$ cat src/rtl/trigger_activator.sv
// Stimulus generator driving the r1..r4 rare-event code into a counter-based trigger
// block and timing its trig response. Optional CLEAR preamble on start: ACTIVATOR_CLEAR_EN.
`timescale 1ns/1ps
module trigger_activator #(
   parameter int unsigned TARGET_COUNT = 4096,
   parameter int unsigned WAIT_MAX     = 64
) (
   input  logic        clk,
   input  logic        rst,
   input  logic        start,
   input  logic        abort,
   input  logic        trig,
   output logic        r1,
   output logic        r2,
   output logic        r3,
   output logic        r4,
   output logic        busy,
   output logic        done,
   output logic        success,
   output logic [13:0] cycles
);

   localparam int unsigned DW = 13;
   localparam int unsigned WW = 8;
   localparam int unsigned CW = 14;
   localparam int unsigned IW = 4;
   localparam logic [3:0] CODE_HOLD  = 4'b0000;
   localparam logic [3:0] CODE_CLEAR = 4'b1101;

   typedef enum logic [2:0] {
      S_IDLE,
      S_CLEAR,
      S_DRIVE,
      S_WAIT,
      S_FIN
   } state_t;

   state_t          state;
   logic [3:0]      code;
   logic [IW-1:0]   idx;
   logic [IW-1:0]   idx_nxt;
   logic [DW-1:0]   dcnt;
   logic [WW-1:0]   wcnt;
   logic            clr_abort;
   logic [CW-1:0]   cycles_inc;

   // Nine counting codes in emission order; 1101 (clear) is deliberately absent.
   function automatic logic [3:0] drive_code(input logic [IW-1:0] i);
      case (i)
         4'd0:    drive_code = 4'b1000;
         4'd1:    drive_code = 4'b1001;
         4'd2:    drive_code = 4'b1010;
         4'd3:    drive_code = 4'b1011;
         4'd4:    drive_code = 4'b0100;
         4'd5:    drive_code = 4'b0101;
         4'd6:    drive_code = 4'b0110;
         4'd7:    drive_code = 4'b0111;
         4'd8:    drive_code = 4'b1100;
         default: drive_code = 4'b1000;
      endcase
   endfunction

   assign idx_nxt    = (idx == IW'(8)) ? IW'(0) : idx + IW'(1);
   assign cycles_inc = (cycles == '1) ? cycles : cycles + CW'(1);
   assign {r1, r2, r3, r4} = code;

   always_ff @(posedge clk) begin
      if (!rst) begin
         state     <= S_IDLE;
         code      <= CODE_HOLD;
         idx       <= '0;
         dcnt      <= '0;
         wcnt      <= '0;
         clr_abort <= 1'b0;
         busy      <= 1'b0;
         done      <= 1'b0;
         success   <= 1'b0;
         cycles    <= '0;
      end else begin
         done <= 1'b0;
         case (state)
            S_IDLE: begin
               code <= CODE_HOLD;
               busy <= 1'b0;
               if (start) begin
                  success   <= 1'b0;
                  cycles    <= '0;
                  busy      <= 1'b1;
                  clr_abort <= 1'b0;
                  dcnt      <= '0;
                  wcnt      <= '0;
                  idx       <= '0;
`ifdef ACTIVATOR_CLEAR_EN
                  state     <= S_CLEAR;
                  code      <= CODE_CLEAR;
`else
                  state     <= S_DRIVE;
                  code      <= drive_code(IW'(0));
`endif
               end
            end

            // Clear preamble before DRIVE, or the abort tail back to IDLE.
            S_CLEAR: begin
               if (clr_abort) begin
                  state     <= S_IDLE;
                  code      <= CODE_HOLD;
                  busy      <= 1'b0;
                  clr_abort <= 1'b0;
               end else begin
                  state <= S_DRIVE;
                  code  <= drive_code(IW'(0));
                  idx   <= '0;
                  dcnt  <= '0;
               end
            end

            S_DRIVE: begin
               cycles <= cycles_inc;
               if (abort) begin
                  state     <= S_CLEAR;
                  code      <= CODE_CLEAR;
                  clr_abort <= 1'b1;
                  success   <= 1'b0;
               end else if (trig) begin
                  state   <= S_FIN;
                  code    <= CODE_HOLD;
                  done    <= 1'b1;
                  success <= 1'b1;
               end else if (dcnt == DW'(TARGET_COUNT - 1)) begin
                  state <= S_WAIT;
                  code  <= CODE_HOLD;
                  wcnt  <= '0;
               end else begin
                  dcnt <= dcnt + DW'(1);
                  idx  <= idx_nxt;
                  code <= drive_code(idx_nxt);
               end
            end

            S_WAIT: begin
               cycles <= cycles_inc;
               if (abort) begin
                  state     <= S_CLEAR;
                  code      <= CODE_CLEAR;
                  clr_abort <= 1'b1;
                  success   <= 1'b0;
               end else if (trig) begin
                  state   <= S_FIN;
                  done    <= 1'b1;
                  success <= 1'b1;
               end else if (wcnt == WW'(WAIT_MAX - 1)) begin
                  state <= S_FIN;
                  done  <= 1'b1;
               end else begin
                  wcnt <= wcnt + WW'(1);
               end
            end

            S_FIN: begin
               state <= S_IDLE;
               code  <= CODE_HOLD;
               busy  <= 1'b0;
            end

            default: begin
               state <= S_IDLE;
               code  <= CODE_HOLD;
               busy  <= 1'b0;
            end
         endcase
      end
   end

endmodule

$ cat config.mk
export PLATFORM = sky130hd
export DESIGN_NAME = trigger_activator
export DESIGN_NICKNAME = d
export VERILOG_FILES = /design/src/rtl/trigger_activator.sv
export SDC_FILE = /design/constraint.sdc
export NUM_CORES = 1
export LEC_CHECK = 0
export CAP_MARGIN = 5
export CORE_AREA = 2 2 68 70
export DETAILED_ROUTE_END_ITERATION = 16
export DIE_AREA = 0 0 70 72
export PLACE_DENSITY = 0.85
export SETUP_SLACK_MARGIN = 0.5
export SYNTH_ARGS = -nofsm -noshare
export SYNTH_HDL_FRONTEND = slang
export SYNTH_SLANG_ARGS = --single-unit
$ cat constraint.sdc
create_clock -name clk -period 3.95 [get_ports clk]
set_clock_uncertainty 0.05 [all_clocks]
set_input_delay 0.79 -clock clk [delete_from_list [all_inputs] [get_ports clk]]
set_output_delay 0.79 -clock clk [all_outputs]
set_load 0.005 [all_outputs]
### Word level (Yosys, flattened, before mapping)

Memory sizes are Yosys's and may differ from the RTL's.
Cells that the tools add are included.
W data, S select, Z words.

| storage, ports and cells | value |
|---|---|
| register bits | 50 |
| memory bits (read-only) | 64 |
| memories kept | 1 |

| operators by class | value |
|---|---|
| add/sub/neg operators | 4 |
| reductions and logical operators | 13 |
| mux-type cells | 55 |
| equality and inequality tests | 23 |
| bitwise gates (word level) | 1 |

Memories:

| memory | depth | bits a word | read ports | clocked after memory_dff | wr ports | RTL line | source |
|---|---|---|---|---|---|---|---|
| (no name shown) | 16 | 4 | 1 | 0 | 0 | 49 | `case (i)` |

Operator list:

| kind | count |
|---|---|
| $mux W13 | 5 |
| $mux W8 | 7 |
| $mux W4 | 12 |
| $pmux W13 S3 | 1 |
| $mux W14 | 2 |
| $pmux W14 S2 | 1 |
| $ne A2 B2 Y1 const B | 12 |
| $pmux W8 S3 | 1 |
| $mux W3 | 7 |
| $pmux W4 S4 | 1 |
| $add A14 B1 Y14 const B | 1 |
| $eq A14 B14 Y1 const B | 1 |
| $add A13 B1 Y13 const B | 1 |
| $eq A13 B12 Y1 const B | 1 |
| $pmux W3 S4 | 1 |
| $pmux W4 S3 | 1 |
| $reduce_and A3 Y1 | 4 |
| $mux W1 | 11 |
| $reduce_bool A3 Y1 | 3 |
| $add A8 B1 Y8 const B | 1 |
| $eq A8 B6 Y1 const B | 1 |
| $ne A4 B4 Y1 const B | 2 |
| $reduce_and A8 Y1 | 1 |
| $eq A3 B2 Y1 const B | 2 |
| other kinds (14) | 16 |

### Depth between registers and ports, before layout

An unclocked memory read counts as a cell.

| depth | value |
|---|---|
| word-level depth | 7 |
| gate-level depth with buffers | 8 |
| mapped depth without buffers | 7 |

### Worst setup path after synthesis

No wires, ideal clock.

| timing | value |
|---|---|
| path kind | input port to flip-flop |
| from | input trig |
| to | register dcnt[10] |
| path buffers | 2 |
| path slack | 1.679 ns |
| arrival time | 2.151 ns |
| stages | 7 |
| path through | buf_2 nor3b_2 o311ai_2 o21a_4 buf_6 or4_1 a21oi_1 |

| on the way | value |
|---|---|
| longest elaborated chain between the ends | 2 |

Ends and longest elaborated chain:

| item | RTL line | source |
|---|---|---|
| start: declaration | 12 | `input logic trig,` |
| $ne A2 B2 Y1 (no source line) | n/a |  |
| $reduce_and A6 Y1 (no source line) | n/a |  |
| end signal: assignment | 135 | `dcnt <= dcnt + DW'(1);` |
| end: declaration | 42 | `logic [DW-1:0] dcnt;` |

Every way passes these cells.
A chain may end at the register's enable or synchronous reset.

### Worst setup path in the final report

| timing | value |
|---|---|
| from | input abort |
| to | register dcnt[9] |

| on the way | value |
|---|---|
| longest elaborated chain between the ends | 2 |

Ends and longest elaborated chain:

| item | RTL line | source |
|---|---|---|
| start: declaration | 11 | `input logic abort,` |
| $ne A2 B2 Y1 (no source line) | n/a |  |
| $reduce_and A6 Y1 (no source line) | n/a |  |

Every way passes these cells.

==> impl_results.md <==
- Final Setup Violations: 0
- CP Capture Type: flip-flop
- Post-Syn Area: 2575 µm²
- Clk_lat worst skew: 0.30 ns
- Final ANT Viol Nets: 0
- Setup CP Type: input port to flip-flop
- Fin nets: 341
- DRT Pass-1 Iters: 4
- Slowest-stage cell, CP: clkdlybuf4s50_1
- Hold WC Path Type: flip-flop to flip-flop
- Worst slew pin tran: 0.5750 ns
- Mapped Nets: 316
- Post-cts sizing count: 0
- Highest Clock Rate: 375.5 MHz
- Post-Syn Area per Cell: 8.415 µm²
- Worst slack, placed: 0.9797 ns
- Final worst slack: 1.287 ns
- Top delay family on crit path: simple AND/OR/NAND/NOR gates
- #FFs+latches synth: 50
- Die Footprint: 5040 µm²
- Site Rows: 24
- Critical Path Start Type: input port
- Vias/cell: 6.386
- GPL Wtd Cong: 0.8948
- Final period utilization: 67.42%
- Post-DP HPWL: 4079 µm
- Layout cell share with drive strength beyond 1: 5.740%
- Max stage delay on crit path: 0.62 ns
- Post-synth EDFFs: 0
- Core box area: 4264 µm²
- IO Port Bufs: 25
- CTS clk-pin slew, worst paths: 0.09 ns
- Root Buffer: clkbuf_8
- Max Slew Vio Count: 0
- Antenna diodes: 0
- Register area share after synthesis: 38.87%
- Peak VDD IR: 213.4 µV
- Post-CTS setup buffers: 0
- Antenna violations before repair: 0
- Worst EP required: 4.13 ns
- Status: finished clean
- Async set-reset flop share out of synthesis: 0%
- CTS Hold Bufs: 0
- # DRC: 0
- Max-cap violations: 0
- Syn Inst Count: 306
- Yosys warns: 0
- R2R depth: 5
- M2 GR Usage: 40.74%
- Most common cell after layout, fill and taps aside: dfxtp_1
- Met3 Usage GRT: 4.028%
- Routed wire length: 5950 µm
- Fin crit period: 2.663 ns
- Grt ovf: 0
- Synth-to-layout area growth: 15.26%
- CTS Buf Count: 5
- Final Hold Viols: 0
- Worst-path fanout max: 24
- Sum Neg Setup Slack: 0 ns
- CTS sink cnt: 50
- PwrDens: 339.3 nW/µm²
- GRT met1 Usage: 32.54%
- Number of global-route vias before repair: 2228
- CP Depth: 6
- Deepest clock path buffer count: 2
- Highest-count cells in the layout ignoring fill and taps: dfxtp_1, a21oi_1, nand2_1
- Gr usage total: 24.58%
- Hold depth: 2
- RSZ-0062 raised after global routing: false
- Global route hottest layer: met2
- Lkg Pwr: 0.9248 nW
- TritonCTS clock tree: built
- Buf/Inv on CP: 1
- First-pass GRT wire length: 10230 µm
- CP arrival: 2.84 ns
- Synth cell types: 56
- DIE HEIGHT: 72 µm
- Die X-Extent: 70 µm
- First DRT Iteration DRCs: 172
- WL per Instance: 15.54 µm
- Top_reg_cell synth: dfxtp_1
- Normalized max-slew margin: 61.50%
- Number of H-tree levels: 2
- Maximum number of pins on one net before global-route repair: 25
- Cells along the critical path: clkdlybuf4s50_1, nor3b_2, o311ai_2, o21a_4, or4_1, a21oi_1
- # IOs: 26
- Via Count: 2446
- Initial core utilization: 60.39%
==> kinds of logic (layout without fill, tap and decap cells) <==
group                      after synthesis  in the layout  share of synthesized area [%]
xor gates and xnor gates                10             10                          3.401
and+or+nand+nor                        127            127                          27.75
DFF                                     50             50                          38.87
AOI/OAI and AO/OA                       97             97                          24.35
adders and majority gates                5              5                          2.430
muxes                                    1              1                         0.3887
buffers and inverters                   16             41                          2.818
==> per-layer routing <==
layer	part of all wire, %	vias to the layer above	wire length, µm
li1	-	1213	-
met1	46	1156	2736
met2	48	64	2858
met3	4.1	13	246
met4	1.8	0	108
met5	0	-	0
==> final cells by class <==
| cell class | count | area [µm²] |
|---|---|---|
| fillers | 365 | 1296 |
| inverters | 8 | 30.03 |
| well taps | 52 | 65.06 |
| clock buffers | 6 | 82.58 |
| clock inverters | 1 | 30.03 |
| flip-flops and latches | 50 | 1001 |
| repair buffers | 26 | 257.7 |
| multi-input cells | 240 | 1501 |
==> report_power, final <==
group | internal, W | switching [W] | leakage, nW
registers | 0.000515 | 0.0000130 | 0.405
logic | 0.0000431 | 0.0000714 | 0.463
clock network | 0.000203 | 0.000162 | 0.0573
==> metrics by stage <==
step | utilization (%) | hold slack (ns) | power (W) | cells | instance area, µm²
after floorplan | - | 0.4017 | 0.0006182 | 306 | 2575
after global placement | 66.96 | 0.4227 | 0.0006495 | 376 | 2855
after detailed placement | 66.96 | 0.4286 | 0.0006518 | 376 | 2855
after CTS | 69.60 | 0.4431 | 0.001010 | 383 | 2968
after global routing | 69.60 | 0.4673 | 0.001043 | 383 | 2968
final | 69.60 | 0.4411 | 0.001007 | 383 | 2968
==> Yosys cell counts, types with 2 or more instances <==
master     instances  area, µm²
dfxtp_1           50       1001
a21oi_1           34      170.2
nand2_1           26      97.59
nor2_1            24      90.09
o21ai_0           19      95.09
nand3_1           18      90.09
or4_1             10      75.07
a211oi_1           8      60.06
o31ai_1            8      60.06
inv_1              7      26.28
or3_1              7      43.79
nor3_1             6      30.03
xnor2_1            6      52.55
clkbuf_1           5      18.77
ha_1               5      62.56
nand4_1            5      31.28
nor2b_1            5      31.28
o211ai_1           5      37.54
a31oi_1            4      25.02
and3_1             4      25.02
and4_1             4      35.03
nand2b_1           4      25.02
xor2_1             4      35.03
a41oi_1            3      26.28
and2_1             2      12.51
nor3b_2            2      25.02
o2111ai_1          2      17.52
==> tightest hold or removal path: cells and delay by family (launching register included) <==
| family | cells | cell delay, ns |
|---|---|---|
| AO/OA/AOI/OAI | 2 | 0.11 |
| flip-flops | 1 | 0.33 |
==> state kept, by name (all words and copies together), names as in the netlist <==
| name | count |
|---|---|
| cycles | 14 |
| success | 1 |
| idx | 4 |
| done | 1 |
| busy | 1 |
| dcnt | 13 |
| wcnt | 8 |
| clr_abort | 1 |
| state | 3 |
| code | 4 |
==> worst paths after layout <==
path / startpoint / to / slack [ns]
hold / removal: dcnt[11] / dcnt[11] / 0.44
hold reg to reg: dcnt[11] / dcnt[11] / 0.44
setup reg to reg: state[0] / dcnt[9] / 1.77
setup / recovery: abort / dcnt[9] / 1.29
Power figures use the tool's default switching activity.
